==> config.mk <==
export PLATFORM = sky130hd
export DESIGN_NAME = scroll_background_engine_flat
export DESIGN_NICKNAME = d
export VERILOG_FILES = /design/src/rtl/scroll_background_engine_if.sv /design/src/rtl/scroll_background_engine.sv /design/src/flat_wrapper.sv
export SDC_FILE = /design/constraint.sdc
export NUM_CORES = 1
export LEC_CHECK = 0
export ABC_AREA = 1
export BUFFER_PORTS_ARGS = -buffer_cell sky130_fd_sc_hd__buf_2
export CAP_MARGIN = 20
export CORE_ASPECT_RATIO = 1.75
export CORE_MARGIN = 1.5
export CORE_UTILIZATION = 33
export DETAILED_ROUTE_END_ITERATION = 8
export GPL_ROUTABILITY_DRIVEN = 1
export SYNTH_ARGS = -nofsm -noshare
export SYNTH_HDL_FRONTEND = slang
export SYNTH_SLANG_ARGS = --single-unit
==> constraint.sdc <==
create_clock -name vga_clk -period 3.4 [get_ports vga_clk]
set_input_delay 0 -clock vga_clk [delete_from_list [all_inputs] [get_ports vga_clk]]
set_output_delay 0 -clock vga_clk [all_outputs]
set_load 0.01 [all_outputs]
==> src/rtl/scroll_background_engine_if.sv <==
// Pixel-path bus shared by the VGA timing side, the background ROM/palette and the
// scroll engine; widths follow the bitmap geometry.
interface scroll_background_engine_if #(
  parameter int MAP_W = 960,
  parameter int MAP_H = 480,
  parameter int IDX_W = 1
);
  localparam int ADDR_W = $clog2(MAP_W * MAP_H);
  localparam int XOFF_W = $clog2(MAP_W);
  localparam int YOFF_W = $clog2(MAP_H);

  logic              frame_tick;
  logic [9:0]        DrawX;
  logic [9:0]        DrawY;
  logic              blank;
  logic              collided;
  logic [3:0]        direction;
  logic              home;
  logic [ADDR_W-1:0] rom_addr;
  logic [IDX_W-1:0]  rom_q;
  logic [IDX_W-1:0]  pal_index;
  logic [3:0]        pal_red;
  logic [3:0]        pal_green;
  logic [3:0]        pal_blue;
  logic [7:0]        red;
  logic [7:0]        green;
  logic [7:0]        blue;
  logic [XOFF_W-1:0] x_off;
  logic [YOFF_W-1:0] y_off;

  modport master (
    output frame_tick, DrawX, DrawY, blank, collided, direction, home,
           rom_q, pal_red, pal_green, pal_blue,
    input  rom_addr, pal_index, red, green, blue, x_off, y_off
  );

  modport slave (
    input  frame_tick, DrawX, DrawY, blank, collided, direction, home,
           rom_q, pal_red, pal_green, pal_blue,
    output rom_addr, pal_index, red, green, blue, x_off, y_off
  );
endinterface

==> src/rtl/scroll_background_engine.sv <==
// Wrapping 2-D scroll offset plus a 4-stage pixel pipeline:
// offset add -> ROM address -> ROM data -> palette-coloured RGB.
module scroll_background_engine #(
  parameter int MAP_W    = 960,
  parameter int MAP_H    = 480,
  parameter int SCREEN_W = 640,
  parameter int SCREEN_H = 480,
  parameter int SPEED    = 1,
  parameter int IDX_W    = 1,
  parameter int INIT_X   = 0,
  parameter int INIT_Y   = 0
) (
  input  logic                     vga_clk,
  input  logic                     reset_n,
  scroll_background_engine_if.slave bus
);
  localparam int AW  = $clog2(MAP_W * MAP_H);
  localparam int XW  = $clog2(MAP_W);
  localparam int YW  = $clog2(MAP_H);
  localparam int XS  = XW + 1;
  localparam int YS  = YW + 1;
  localparam int PXW = ((XW > 10) ? XW : 10) + 1;
  localparam int PYW = ((YW > 10) ? YW : 10) + 1;

  localparam logic [XS-1:0] MAP_W_X = XS'(MAP_W);
  localparam logic [YS-1:0] MAP_H_Y = YS'(MAP_H);
  localparam logic [XS-1:0] SPD_X   = XS'(SPEED);
  localparam logic [YS-1:0] SPD_Y   = YS'(SPEED);

  logic [XW-1:0] x_off_q, x_off_d;
  logic [YW-1:0] y_off_q, y_off_d;
  logic          home_pend_q, home_pend_d;
  logic [XW-1:0] px_q, px_d;
  logic [YW-1:0] py_q, py_d;
  logic [AW-1:0] rom_addr_q, rom_addr_d;
  logic [2:0]    blank_pipe_q, blank_pipe_d;
  logic [2:0]    coll_pipe_q, coll_pipe_d;
  logic [7:0]    red_q, red_d;
  logic [7:0]    green_q, green_d;
  logic [7:0]    blue_q, blue_d;

  logic [XS-1:0] x_ext, x_plus;
  logic [YS-1:0] y_ext, y_plus;
  logic [XW-1:0] x_inc, x_dec;
  logic [YW-1:0] y_inc, y_dec;
  logic [PXW-1:0] px_sum, px_wrap;
  logic [PYW-1:0] py_sum, py_wrap;

  // Exact modulo stepping: one conditional correction suffices because SPEED < MAP.
  always_comb begin
    x_ext  = {1'b0, x_off_q};
    y_ext  = {1'b0, y_off_q};
    x_plus = x_ext + SPD_X;
    y_plus = y_ext + SPD_Y;
    x_inc  = (x_plus >= MAP_W_X) ? XW'(x_plus - MAP_W_X) : XW'(x_plus);
    y_inc  = (y_plus >= MAP_H_Y) ? YW'(y_plus - MAP_H_Y) : YW'(y_plus);
    x_dec  = (x_ext < SPD_X) ? XW'(x_ext + MAP_W_X - SPD_X) : XW'(x_ext - SPD_X);
    y_dec  = (y_ext < SPD_Y) ? YW'(y_ext + MAP_H_Y - SPD_Y) : YW'(y_ext - SPD_Y);
  end

  always_comb begin
    x_off_d     = x_off_q;
    y_off_d     = y_off_q;
    home_pend_d = home_pend_q | bus.home;
    if (bus.frame_tick) begin
      home_pend_d = 1'b0;
      if (home_pend_q || bus.home) begin
        x_off_d = XW'(INIT_X);
        y_off_d = YW'(INIT_Y);
      end else if (!bus.collided) begin
        case (bus.direction[1:0])
          2'b10:   x_off_d = x_inc;
          2'b01:   x_off_d = x_dec;
          default: x_off_d = x_off_q;
        endcase
        case (bus.direction[3:2])
          2'b10:   y_off_d = y_dec;
          2'b01:   y_off_d = y_inc;
          default: y_off_d = y_off_q;
        endcase
      end
    end
  end

  // Off-screen coordinates map to column/row 0 so the ROM address always stays in range.
  always_comb begin
    px_sum  = PXW'(bus.DrawX) + PXW'(x_off_q);
    py_sum  = PYW'(bus.DrawY) + PYW'(y_off_q);
    px_wrap = (px_sum >= PXW'(MAP_W)) ? px_sum - PXW'(MAP_W) : px_sum;
    py_wrap = (py_sum >= PYW'(MAP_H)) ? py_sum - PYW'(MAP_H) : py_sum;
    px_d    = (PXW'(bus.DrawX) >= PXW'(SCREEN_W)) ? '0 : XW'(px_wrap);
    py_d    = (PYW'(bus.DrawY) >= PYW'(SCREEN_H)) ? '0 : YW'(py_wrap);
  end

  always_comb begin
    rom_addr_d   = AW'(py_q) * AW'(MAP_W) + AW'(px_q);
    blank_pipe_d = {blank_pipe_q[1:0], bus.blank};
    coll_pipe_d  = {coll_pipe_q[1:0], bus.collided};
    red_d        = 8'h00;
    green_d      = 8'h00;
    blue_d       = 8'h00;
    if (blank_pipe_q[2] && !coll_pipe_q[2]) begin
      red_d   = {bus.pal_red, bus.pal_red};
      green_d = {bus.pal_green, bus.pal_green};
      blue_d  = {bus.pal_blue, bus.pal_blue};
    end
  end

  always_ff @(posedge vga_clk or negedge reset_n) begin
    if (!reset_n) begin
      x_off_q      <= XW'(INIT_X);
      y_off_q      <= YW'(INIT_Y);
      home_pend_q  <= 1'b0;
      px_q         <= '0;
      py_q         <= '0;
      rom_addr_q   <= '0;
      blank_pipe_q <= '0;
      coll_pipe_q  <= '0;
      red_q        <= 8'h00;
      green_q      <= 8'h00;
      blue_q       <= 8'h00;
    end else begin
      x_off_q      <= x_off_d;
      y_off_q      <= y_off_d;
      home_pend_q  <= home_pend_d;
      px_q         <= px_d;
      py_q         <= py_d;
      rom_addr_q   <= rom_addr_d;
      blank_pipe_q <= blank_pipe_d;
      coll_pipe_q  <= coll_pipe_d;
      red_q        <= red_d;
      green_q      <= green_d;
      blue_q       <= blue_d;
    end
  end

  assign bus.rom_addr  = rom_addr_q;
  assign bus.pal_index = bus.rom_q;
  assign bus.red       = red_q;
  assign bus.green     = green_q;
  assign bus.blue      = blue_q;
  assign bus.x_off     = x_off_q;
  assign bus.y_off     = y_off_q;
endmodule

==> src/flat_wrapper.sv <==
// flat-port wrapper written by rule: the top's interface ports become plain ports
module scroll_background_engine_flat 
#(
  parameter int MAP_W    = 960,
  parameter int MAP_H    = 480,
  parameter int SCREEN_W = 640,
  parameter int SCREEN_H = 480,
  parameter int SPEED    = 1,
  parameter int IDX_W    = 1,
  parameter int INIT_X   = 0,
  parameter int INIT_Y   = 0
)
  (vga_clk, reset_n, bus_frame_tick, bus_DrawX, bus_DrawY, bus_blank, bus_collided, bus_direction, bus_home, bus_rom_q, bus_pal_red, bus_pal_green, bus_pal_blue, bus_rom_addr, bus_pal_index, bus_red, bus_green, bus_blue, bus_x_off, bus_y_off);
  scroll_background_engine_if #(.MAP_W(MAP_W), .MAP_H(MAP_H), .IDX_W(IDX_W)) bus_i ();
  input  logic vga_clk;
  input  logic reset_n;
  input wire logic [$bits(bus_i.frame_tick)-1:0] bus_frame_tick;
  input wire logic [$bits(bus_i.DrawX)-1:0] bus_DrawX;
  input wire logic [$bits(bus_i.DrawY)-1:0] bus_DrawY;
  input wire logic [$bits(bus_i.blank)-1:0] bus_blank;
  input wire logic [$bits(bus_i.collided)-1:0] bus_collided;
  input wire logic [$bits(bus_i.direction)-1:0] bus_direction;
  input wire logic [$bits(bus_i.home)-1:0] bus_home;
  input wire logic [$bits(bus_i.rom_q)-1:0] bus_rom_q;
  input wire logic [$bits(bus_i.pal_red)-1:0] bus_pal_red;
  input wire logic [$bits(bus_i.pal_green)-1:0] bus_pal_green;
  input wire logic [$bits(bus_i.pal_blue)-1:0] bus_pal_blue;
  output wire logic [$bits(bus_i.rom_addr)-1:0] bus_rom_addr;
  output wire logic [$bits(bus_i.pal_index)-1:0] bus_pal_index;
  output wire logic [$bits(bus_i.red)-1:0] bus_red;
  output wire logic [$bits(bus_i.green)-1:0] bus_green;
  output wire logic [$bits(bus_i.blue)-1:0] bus_blue;
  output wire logic [$bits(bus_i.x_off)-1:0] bus_x_off;
  output wire logic [$bits(bus_i.y_off)-1:0] bus_y_off;
  assign bus_i.frame_tick = bus_frame_tick;
  assign bus_i.DrawX = bus_DrawX;
  assign bus_i.DrawY = bus_DrawY;
  assign bus_i.blank = bus_blank;
  assign bus_i.collided = bus_collided;
  assign bus_i.direction = bus_direction;
  assign bus_i.home = bus_home;
  assign bus_i.rom_q = bus_rom_q;
  assign bus_i.pal_red = bus_pal_red;
  assign bus_i.pal_green = bus_pal_green;
  assign bus_i.pal_blue = bus_pal_blue;
  assign bus_rom_addr = bus_i.rom_addr;
  assign bus_pal_index = bus_i.pal_index;
  assign bus_red = bus_i.red;
  assign bus_green = bus_i.green;
  assign bus_blue = bus_i.blue;
  assign bus_x_off = bus_i.x_off;
  assign bus_y_off = bus_i.y_off;
  scroll_background_engine #(.MAP_W(MAP_W), .MAP_H(MAP_H), .SCREEN_W(SCREEN_W), .SCREEN_H(SCREEN_H), .SPEED(SPEED), .IDX_W(IDX_W), .INIT_X(INIT_X), .INIT_Y(INIT_Y)) u_core (.vga_clk(vga_clk), .reset_n(reset_n), .bus(bus_i));
endmodule
Word-level counts from Yosys, hierarchy flattened
Index checks and enable logic that the tools add are counted.
{"block": "word_totals", "output_inout_bits": 63, "elab_cells": 66, "reg_bits": 88}
{"block": "op_classes", "multipliers": 1, "n_addsub": 15, "eq_ne": 5, "n_mux": 18, "bitwise": 1, "reduce_logical": 7, "magnitude_cmp": 8}
{"cell": "10-bit two-way mux", "count": 6}
{"cell": "9-bit two-way mux", "count": 6}
{"cell": "8-bit two-way mux", "count": 3}
{"cell": "11-bit by 10-bit >= comparator with 1-bit output (second input constant)", "count": 2}
{"cell": "10-bit by 9-bit >= comparator with 1-bit output (second input constant)", "count": 2}
{"cell": "10-bit one-hot mux with 2 select lines", "count": 1}
{"cell": "10-bit by 1-bit subtractor with 10-bit output (second input constant)", "count": 2}
{"cell": "10-bit subtractor (second input constant)", "count": 2}
{"cell": "19-bit by 10-bit adder with 19-bit output", "count": 1}
{"cell": "9-bit one-hot mux with 2 select lines", "count": 1}
{"cell": "9-bit by 1-bit subtractor with 9-bit output (second input constant)", "count": 2}
{"cell": "9-bit subtractor (second input constant)", "count": 2}
{"cell": "9-bit by 4-bit multiplier with 13-bit output (second input constant)", "count": 1}
{"cell": "10-bit by 1-bit adder with 11-bit output (second input constant)", "count": 1}
{"cell": "10-bit by 10-bit adder with 11-bit output", "count": 1}
{"cell": "10-bit by 9-bit adder with 11-bit output", "count": 1}
{"cell": "11-bit by 9-bit >= comparator with 1-bit output (second input constant)", "count": 1}
{"cell": "10-bit adder (second input constant)", "count": 1}
{"cell": "9-bit by 1-bit adder with 10-bit output (second input constant)", "count": 1}
{"cell": "10-bit >= comparator (second input constant)", "count": 1}
{"cell": "10-bit by 1-bit < comparator with 1-bit output (second input constant)", "count": 1}
{"cell": "9-bit adder (second input constant)", "count": 1}
{"cell": "9-bit by 1-bit < comparator with 1-bit output (second input constant)", "count": 1}
{"cell": "3-bit AND reduction", "count": 2}
{"cell": "other kinds (9)", "count": 12}

Logic depth before layout (Yosys ltp)
Gate-level depths: netlist of the first run.
{"block": "logic_depth", "word_depth": 6, "depth_mapped": 19}

Worst setup path after synthesis of the first run
No wires, ideal clock.
{"block": "synth_path", "path_kind": "reg2reg", "start": "register u_core.py_q[0]", "end": "register u_core.rom_addr_q[18] (netlist: u_core.bus.rom_addr[18])", "required_ps": 3283, "setup_slack_ps": 153, "setup_ps": 117, "arrival_ps": 3130, "synth_period_minus_slack_ps": 3247, "stages_incl_launch_ff": 18, "path_cell_list": "dfrtp_1 fa_1 inv_1 fa_1 fa_1 inv_1 ha_1 nand2_1 nand2_1 a31oi_1 nor2_1 nand2_2 nor2_2 nand3_1 nor2_2 nand3_1 nand2_1 nand2_1"}
{"block": "synth_between", "elab_chain_cells": 2}
{"item": "start, declared", "line": "scroll_background_engine.sv:34", "source": "logic [YW-1:0] py_q, py_d;"}
{"item": "start signal, assigned", "line": "scroll_background_engine.sv:127", "source": "py_q <= py_d;"}
{"item": "9-bit by 4-bit multiplier with 13-bit output", "line": "scroll_background_engine.sv:96", "source": "rom_addr_d = AW'(py_q) * AW'(MAP_W) + AW'(px_q);"}
{"item": "19-bit by 10-bit adder with 19-bit output", "line": "scroll_background_engine.sv:96"}
{"item": "via u_core.rom_addr_d[18]", "line": "scroll_background_engine.sv:35", "source": "logic [AW-1:0] rom_addr_q, rom_addr_d;"}
{"item": "end signal, assigned", "line": "scroll_background_engine.sv:128", "source": "rom_addr_q <= rom_addr_d;"}
{"item": "end, declared", "line": "scroll_background_engine.sv:35"}
The timed path passes the listed nets, and every way through them passes these cells.
A chain may end at the register's enable or synchronous reset.

Final worst setup path of the first run
Ends and elaborated chain as after synthesis.

==> impl_metrics.toml, run 1 <==
[finish]
final_cells = 1187
multi_input_area_sq_um = 3568
n_antenna_cell = 0
layout-drive-gt1-share_pct = 18.47
seq_area_sq_um = 1902
num-fill-cells = 1946
finalInstanceArea_sq_um = 7406
areaGrowthSynthToFinish_pct = 21.12
nNetsFinal = 1058

[setup_path]
reg2reg_slack_ns = 0.04
cp-start-kind = "flip-flop"
ff2ff_path_depth = 17
arrival_ns = 3.59
rr_startpoint = "u_core.py_q[0]$_DFF_PN0_"
end_kind = "flip-flop"
r2r_end = "u_core.bus.rom_addr[18]$_DFF_PN0_"
critical_path_class = "reg2reg"
crit_fanout = 4
crit_required_ns = 3.63

[timing]
fin_crit_sh_pct = 98.90
slew_headroom_pct = 68.72
fin_skew_ns = 0.008447
layout_min_cycle_time_ns = 3.363
hold_viol_final = 0
drv_slew = 0
max_freq_mhz = 297.4
rsz0062_at_grt = "yes"
setup_viol_count_final = 0
worst_slew_pin_slew_ns = 0.4692

[die]
fp.dieW_um = 105.9
dieArea_sq_um = 19390
start_util_pct = 33.87
coreArea_sq_um = 18050
num_rows = 65
die_y_um = 183.1
num_io_pins = 106

[power]
p_leak_nw = 4.165
powerDensity_nw_per_um2 = 741.5
ir_worst_vdd_mv = 0.3583

[placed_design]
placed_area_sq_um = 6837
place_inst = 1150
port_buffers = 103
dp_hpwl_um = 11150
gp_congestion = 0.8780

[grt]
grt_max_degree = 77
grt_pass1_vias = 5367
grt_overflow_total = 0
track_usage_pct = 15.21
antenna_found_initial = 0
grt_pass1_wl_um = 24020

[yosys]
synth_area_leaders = "dfrtp_1, nand2_1, ha_1, inv_1, fa_1"
ys_warn_count = 0
synth_fp_nets = 936
ys_seq_area_share_pct = 31.10
async_reset_ff_share_pct = 100.0
synth_cell_type_count = 41
syn_area_sq_um = 6115
synth_largest_area_cell = "dfrtp_1"
avgSynthCellArea_sq_um = 7.403
synth_top_area_share_pct = 31.10
synth-seq-cells = 76
ys.flop_type = "dfrtp_1"
synth-edff-count = 0
netlist_instances = 826

[drt]
drc = 0
vias_per_cell = 4.555
wire_per_inst_um = 11.89
ant_nets = 0
wl_um = 14120
drt_pass1_iterations = 4
drt_iter0_drc = 106
vias = 5407

[cts]
clk_pin_slew_ns = 0.06
root_buffer = "clkbuf_16"
h-tree-depth = 3
cts_buffers = 9
cts_tree = "built"
cts.sinks = 76
clk_path_buf_depth = 2
clk_latency_ns = 0.34

[hold_path]
whs_path_depth = 0
holdPathEnd = "bus_pal_index"
hp-start = "bus_rom_q"
min_path_type = "in2out"

[status]
status = "completed"

[job]
timing.max_cap.violations = 0
-- synthesized netlist by cell type, types with 9 or more instances --
master   instances
nor2_1          77
buf_4           14
o22ai_1          9
dfrtp_1         76
fa_1            18
xor2_1          20
ha_1            49
nand2_1        204
nand3_1         64
inv_1          147
nand2_2         14
o21ai_0         21
a21oi_1         30
nand4_1         13
-- layout by cell type (no fill, tap or decap), types with 20 or more instances in the layout --
cell type	n
a21oi_1	30
ha_1	48
dfrtp_1	76
o21ai_0	21
nand2_1	202
xor2_1	20
nand3_1	64
buf_2	102
nor2_1	76
inv_1	146
-- cells by family after synthesis --
group           count (synthesis)  share of synthesized area [%]
buf+inv                       168                          11.21
compound gates                 77                          7.080
simple gates                  406                          29.71
xor+xnor                       31                          4.809
mux                             1                         0.1637
flops                          76                          31.10
fa+ha+maj                      67                          15.92
-- worst max path at each step --
stage,startpoint,to,slack [ns],cells after the start
5_1_grt,u_core.py_q[0]$_DFF_PN0_,u_core.bus.rom_addr[18]$_DFF_PN0_,-0.13,17
3_5_place_dp,u_core.py_q[0]$_DFF_PN0_,u_core.bus.rom_addr[18]$_DFF_PN0_,-0.02,17
6_report,u_core.py_q[0]$_DFF_PN0_,u_core.bus.rom_addr[18]$_DFF_PN0_,0.04,17
3_3_place_gp,u_core.py_q[0]$_DFF_PN0_,u_core.bus.rom_addr[18]$_DFF_PN0_,0.04,17
2_1_floorplan,u_core.py_q[0]$_DFF_PN0_,u_core.bus.rom_addr[18]$_DFF_PN0_,0.15,17
4_1_cts,u_core.py_q[0]$_DFF_PN0_,u_core.bus.rom_addr[18]$_DFF_PN0_,-0.01,17
-- metrics by stage --
step | util, % | setup WS, ns | power [mW] | hold WS [ns] | TNS [ns]
6_report | 41.02 | 0.03745 | 5.491 | 0.000004473 | 0
5_1_grt | 41.02 | -0.1294 | 6.097 | 0.00003467 | -0.3066
4_1_cts | 40.62 | -0.01447 | 5.473 | 0.0001189 | -0.01447
3_5_place_dp | 37.87 | -0.02146 | 4.392 | 0.0001189 | -0.02146
3_3_place_gp | 37.87 | 0.03512 | 4.338 | 0.0001189 | 0
2_1_floorplan | - | 0.1526 | 3.702 | -0.2956 | 0
-- timing repair --
action | 4_1_cts | 5_1_grt
endpoints found under the setup margin | 1 | 4
hold buffers | 18 | 0
buffers inserted | 0 | 2
resized for setup | 2 | 6
endpoints found under the hold margin | 94 | 0
pin swaps | 2 | 2
-- power by group --
group | switching [mW] | internal [mW]
registers | 0.132 | 1.12
clock network | 0.414 | 0.579
logic | 1.98 | 1.26
-- final cells by class --
class | count | area share (%)
inverters | 151 | 7.653
repair buffers | 128 | 10.41
well taps | 234 | 3.953
multi-input cells | 582 | 48.18
flip-flops and latches | 76 | 25.68
clock buffers | 9 | 3.041
clock inverters | 7 | 1.081
-- flip-flops by register name, summed over array words and instances, names as in the netlist --
name and count:
u_core.bus.red 4, u_core.bus.x_off 10, u_core.bus.green 4, u_core.home_pend_q 1
u_core.py_q 9, u_core.bus.blue 4, u_core.bus.y_off 9, u_core.coll_pipe_q 3
u_core.bus.rom_addr 19, u_core.blank_pipe_q 3, u_core.px_q 10
-- layer usage --
metal  track usage, %  wire [um]  up-vias
met3            1.919        407       17
met4            5.405        274        0
li1                 -          -     2828
met5                0          0        -
met1            15.31       5376     2464
met2            31.01       8058       98
-- worst max-delay path, stage by stage, from the launching register on --
cell and delay [ns]:
dfrtp_1 0.40, fa_1 0.57, inv_1 0.06, fa_1 0.47, fa_1 0.51, inv_2 0.04
ha_4 0.29, nand2_2 0.06, nand2_2 0.08, a31oi_4 0.04, nor2_2 0.11, nand2_2 0.08
nor2_2 0.11, nand3_1 0.10, nor2_2 0.17, nand3_1 0.09, nand2_1 0.06, nand2_1 0.04
Note: power is estimated with default switching activity, not from simulation.
==> run 2, diff against run 1 <==
--- a/config.mk
+++ b/config.mk
@@ -13,2 +13,4 @@
 export CORE_UTILIZATION = 33
+export CTS_BUF_LIST = sky130_fd_sc_hd__clkbuf_4
+export CTS_CLUSTER_DIAMETER = 30
 export DETAILED_ROUTE_END_ITERATION = 8
==> constraint.sdc (replaced) <==
create_clock -name vga_clk -period 3.4 [get_ports vga_clk]
set_input_delay 0.34 -clock vga_clk [delete_from_list [all_inputs] [get_ports vga_clk]]
set_output_delay 0.34 -clock vga_clk [all_outputs]
set_load 0.01 [all_outputs]
==> run 2 against run 1 <==
  * Global-route usage shrank 0.066 points
  * Power shrank 7.4%
  * Count of clock-buffer cells in the layout unchanged
  * Via count down 0.76%
  * Non-clock buffer count down 15
  * First-iteration DRC count is 24% higher
  * Sequential cell count did not move
  * Die area unchanged
  * Register-to-register slack about the same
  * Cell count shrank 1.2%
  * Critical endpoint unchanged
  * Largest power group unchanged
  * Hold slack improved by 0.076 ns
==> impl_metrics.toml, run 2 (synthesis gave the netlist of run 1 again) <==
[die]
fp.dieW_um = 105.9
num_rows = 65
die_y_um = 183.1
coreArea_sq_um = 18050
start_util_pct = 33.87
dieArea_sq_um = 19390
num_io_pins = 106

[timing]
drv_slew = 0
slew_headroom_pct = 68.82
worst_slew_pin_slew_ns = 0.4677
hold_viol_final = 0
fin_skew_ns = 0.02562
setup_ws_ns = 0.02633
fin_crit_sh_pct = 99.23
max_freq_mhz = 296.4
setup_viol_count_final = 0
rsz0062_at_grt = "yes"
layout_min_cycle_time_ns = 3.374
tns_ns = 0

[setup_path]
slowest_stage = "fa_1"
crit_fanout = 4
end_kind = "flip-flop"
cp-start-kind = "flip-flop"
slowest_delay_ns = 0.57
ff2ff_path_depth = 17
crit_chain = "fa_1, inv_1, fa_1, fa_1, inv_2, ha_4, nand2_2, nand2_2, a31oi_4, nor2_2, nand2_2, nor2_2, nand3_1, nor2_2, nand3_1, nand2_1, nand2_1"
arrival_ns = 3.72
critical_path_class = "reg2reg"
crit_required_ns = 3.75

[finish]
fin_util_pct = 39.33
layout_common_cells = "nand2_1, inv_1, buf_2"
num-fill-cells = 1989
finalInstanceArea_sq_um = 7101
seq_area_sq_um = 1902
areaGrowthSynthToFinish_pct = 16.12
final_cells = 1173
largest_reg_flops = 19
layout-drive-gt1-share_pct = 18.76
multi_input_area_sq_um = 3568
nNetsFinal = 1043
final_common_cell = "nand2_1"

[cts]
clk_pin_slew_ns = 0.14
clk_path_buf_depth = 2
root_buffer = "clkbuf_4"
clk_latency_ns = 0.45
cts_buffers = 9
h-tree-depth = 3
cts.sinks = 76
cts_tree = "built"

[drt]
wl_met2_um = 7971
vias = 5366
drt_iter0_drc = 131
topRoutingLayerUsed = "met4"
ant_nets = 0
vias_per_cell = 4.575
wl_met1_um = 5242
met3_length_um = 431
drt_pass1_iterations = 4
wire_per_inst_um = 11.88
wl_um = 13940
drc = 0

[placed_design]
place_inst = 1150
placed_area_sq_um = 6837
gp_congestion = 0.8780
port_buffers = 103
pre_cts_ws_ns = -0.02146
dp_hpwl_um = 11150

[grt]
grt_overflow_total = 0
track_usage_pct = 15.14
grt_pass1_vias = 5304
grt_max_degree = 77
grt_pass1_wl_um = 23830
antenna_found_initial = 1

[hold_path]
whs_path_depth = 2
min_path_type = "in2reg"

[power]
seq_power_share_pct = 24.6
swShare_pct = 48.83
combPwrFrac_pct = 63.4
clockPowerShare_pct = 12.0
p_int_mw = 2.603
netSwitchingPower_mw = 2.484
p_leak_nw = 4.032
powerDensity_nw_per_um2 = 716.3
ir_worst_vdd_mv = 0.3434

[job]
timing.max_cap.violations = 0

[status]
status = "completed"
==> run 2: cell types whose count changed in the layout (fill, tap and decap cells not counted), sizes merged <==
cell         change
dlygate4sd3     -15
diode            +1
==> run 2: path summary, 6_finish.rpt <==
kind                                                  from                                 to  slack, ns
setup / recovery                  u_core.py_q[0]$_DFF_PN0_  u_core.bus.rom_addr[18]$_DFF_PN0_       0.03
hold / removal                              bus_frame_tick       u_core.home_pend_q$_DFF_PN0_       0.08
setup reg to reg                  u_core.py_q[0]$_DFF_PN0_  u_core.bus.rom_addr[18]$_DFF_PN0_       0.03
hold reg to reg            u_core.coll_pipe_q[1]$_DFF_PN0_    u_core.coll_pipe_q[2]$_DFF_PN0_       0.35
max in group asynchronous                          reset_n   u_core.bus.rom_addr[6]$_DFF_PN0_       2.47
min in group asynchronous                          reset_n    u_core.bus.x_off[5]$_DFFE_PN0P_       0.32
==> run 2: final cells by class <==
class / count / share of cell area, %
diodes: 1 / 0.03524
clock buffers: 9 / 0.9515
clock inverters: 7 / 1.128
inverters: 151 / 7.982
multi-input cells: 582 / 50.26
flip-flops and latches: 76 / 26.78
well taps: 234 / 4.123
repair buffers: 113 / 8.740
==> run 2: metrics by stage <==
stage	total power [mW]	hold slack (ns)
5_1_grt	5.688	0.01819
4_1_cts	5.067	0.03238
3_5_place_dp	4.392	0.3371
3_3_place_gp	4.338	0.3318
6_report	5.086	0.07606
2_1_floorplan	3.702	0.04441
==> run 2: per-layer routing <==
layer  vias up  global-route usage, %
met5         -                      0
met4         0                  5.946
met3        22                  1.812
met2        96                  30.68
met1      2455                  15.24
li1       2793                      -
==> run 2: critical path: cells and delay by family, from the launching register on <==
family,cells,cell delay [ns]
DFF,1,0.42
and+or+nand+nor,10,0.90
AOI/OAI and AO/OA,1,0.04
buffers and inverters,2,0.10
adders and majority gates,4,1.84
==> run 2: power groups by stage <==
stage	Combinational [mW]	Clock [mW]	Sequential [mW]
global placement	3.06	0	1.27
finish	3.22	0.611	1.25
CTS	3.16	0.648	1.26
detailed placement	3.12	0	1.28
global route	3.72	0.689	1.28
floorplan	2.39	0	1.32
==> run 2: what timing repair did <==
item | in CTS | in global routing
endpoints found under the hold margin | 2 | 20
resized for setup | 2 | 6
endpoints found under the setup margin | 1 | 4
cloned | 0 | 0
hold buffers | 2 | 1
setup buffers | 0 | 2
pin swaps | 2 | 2
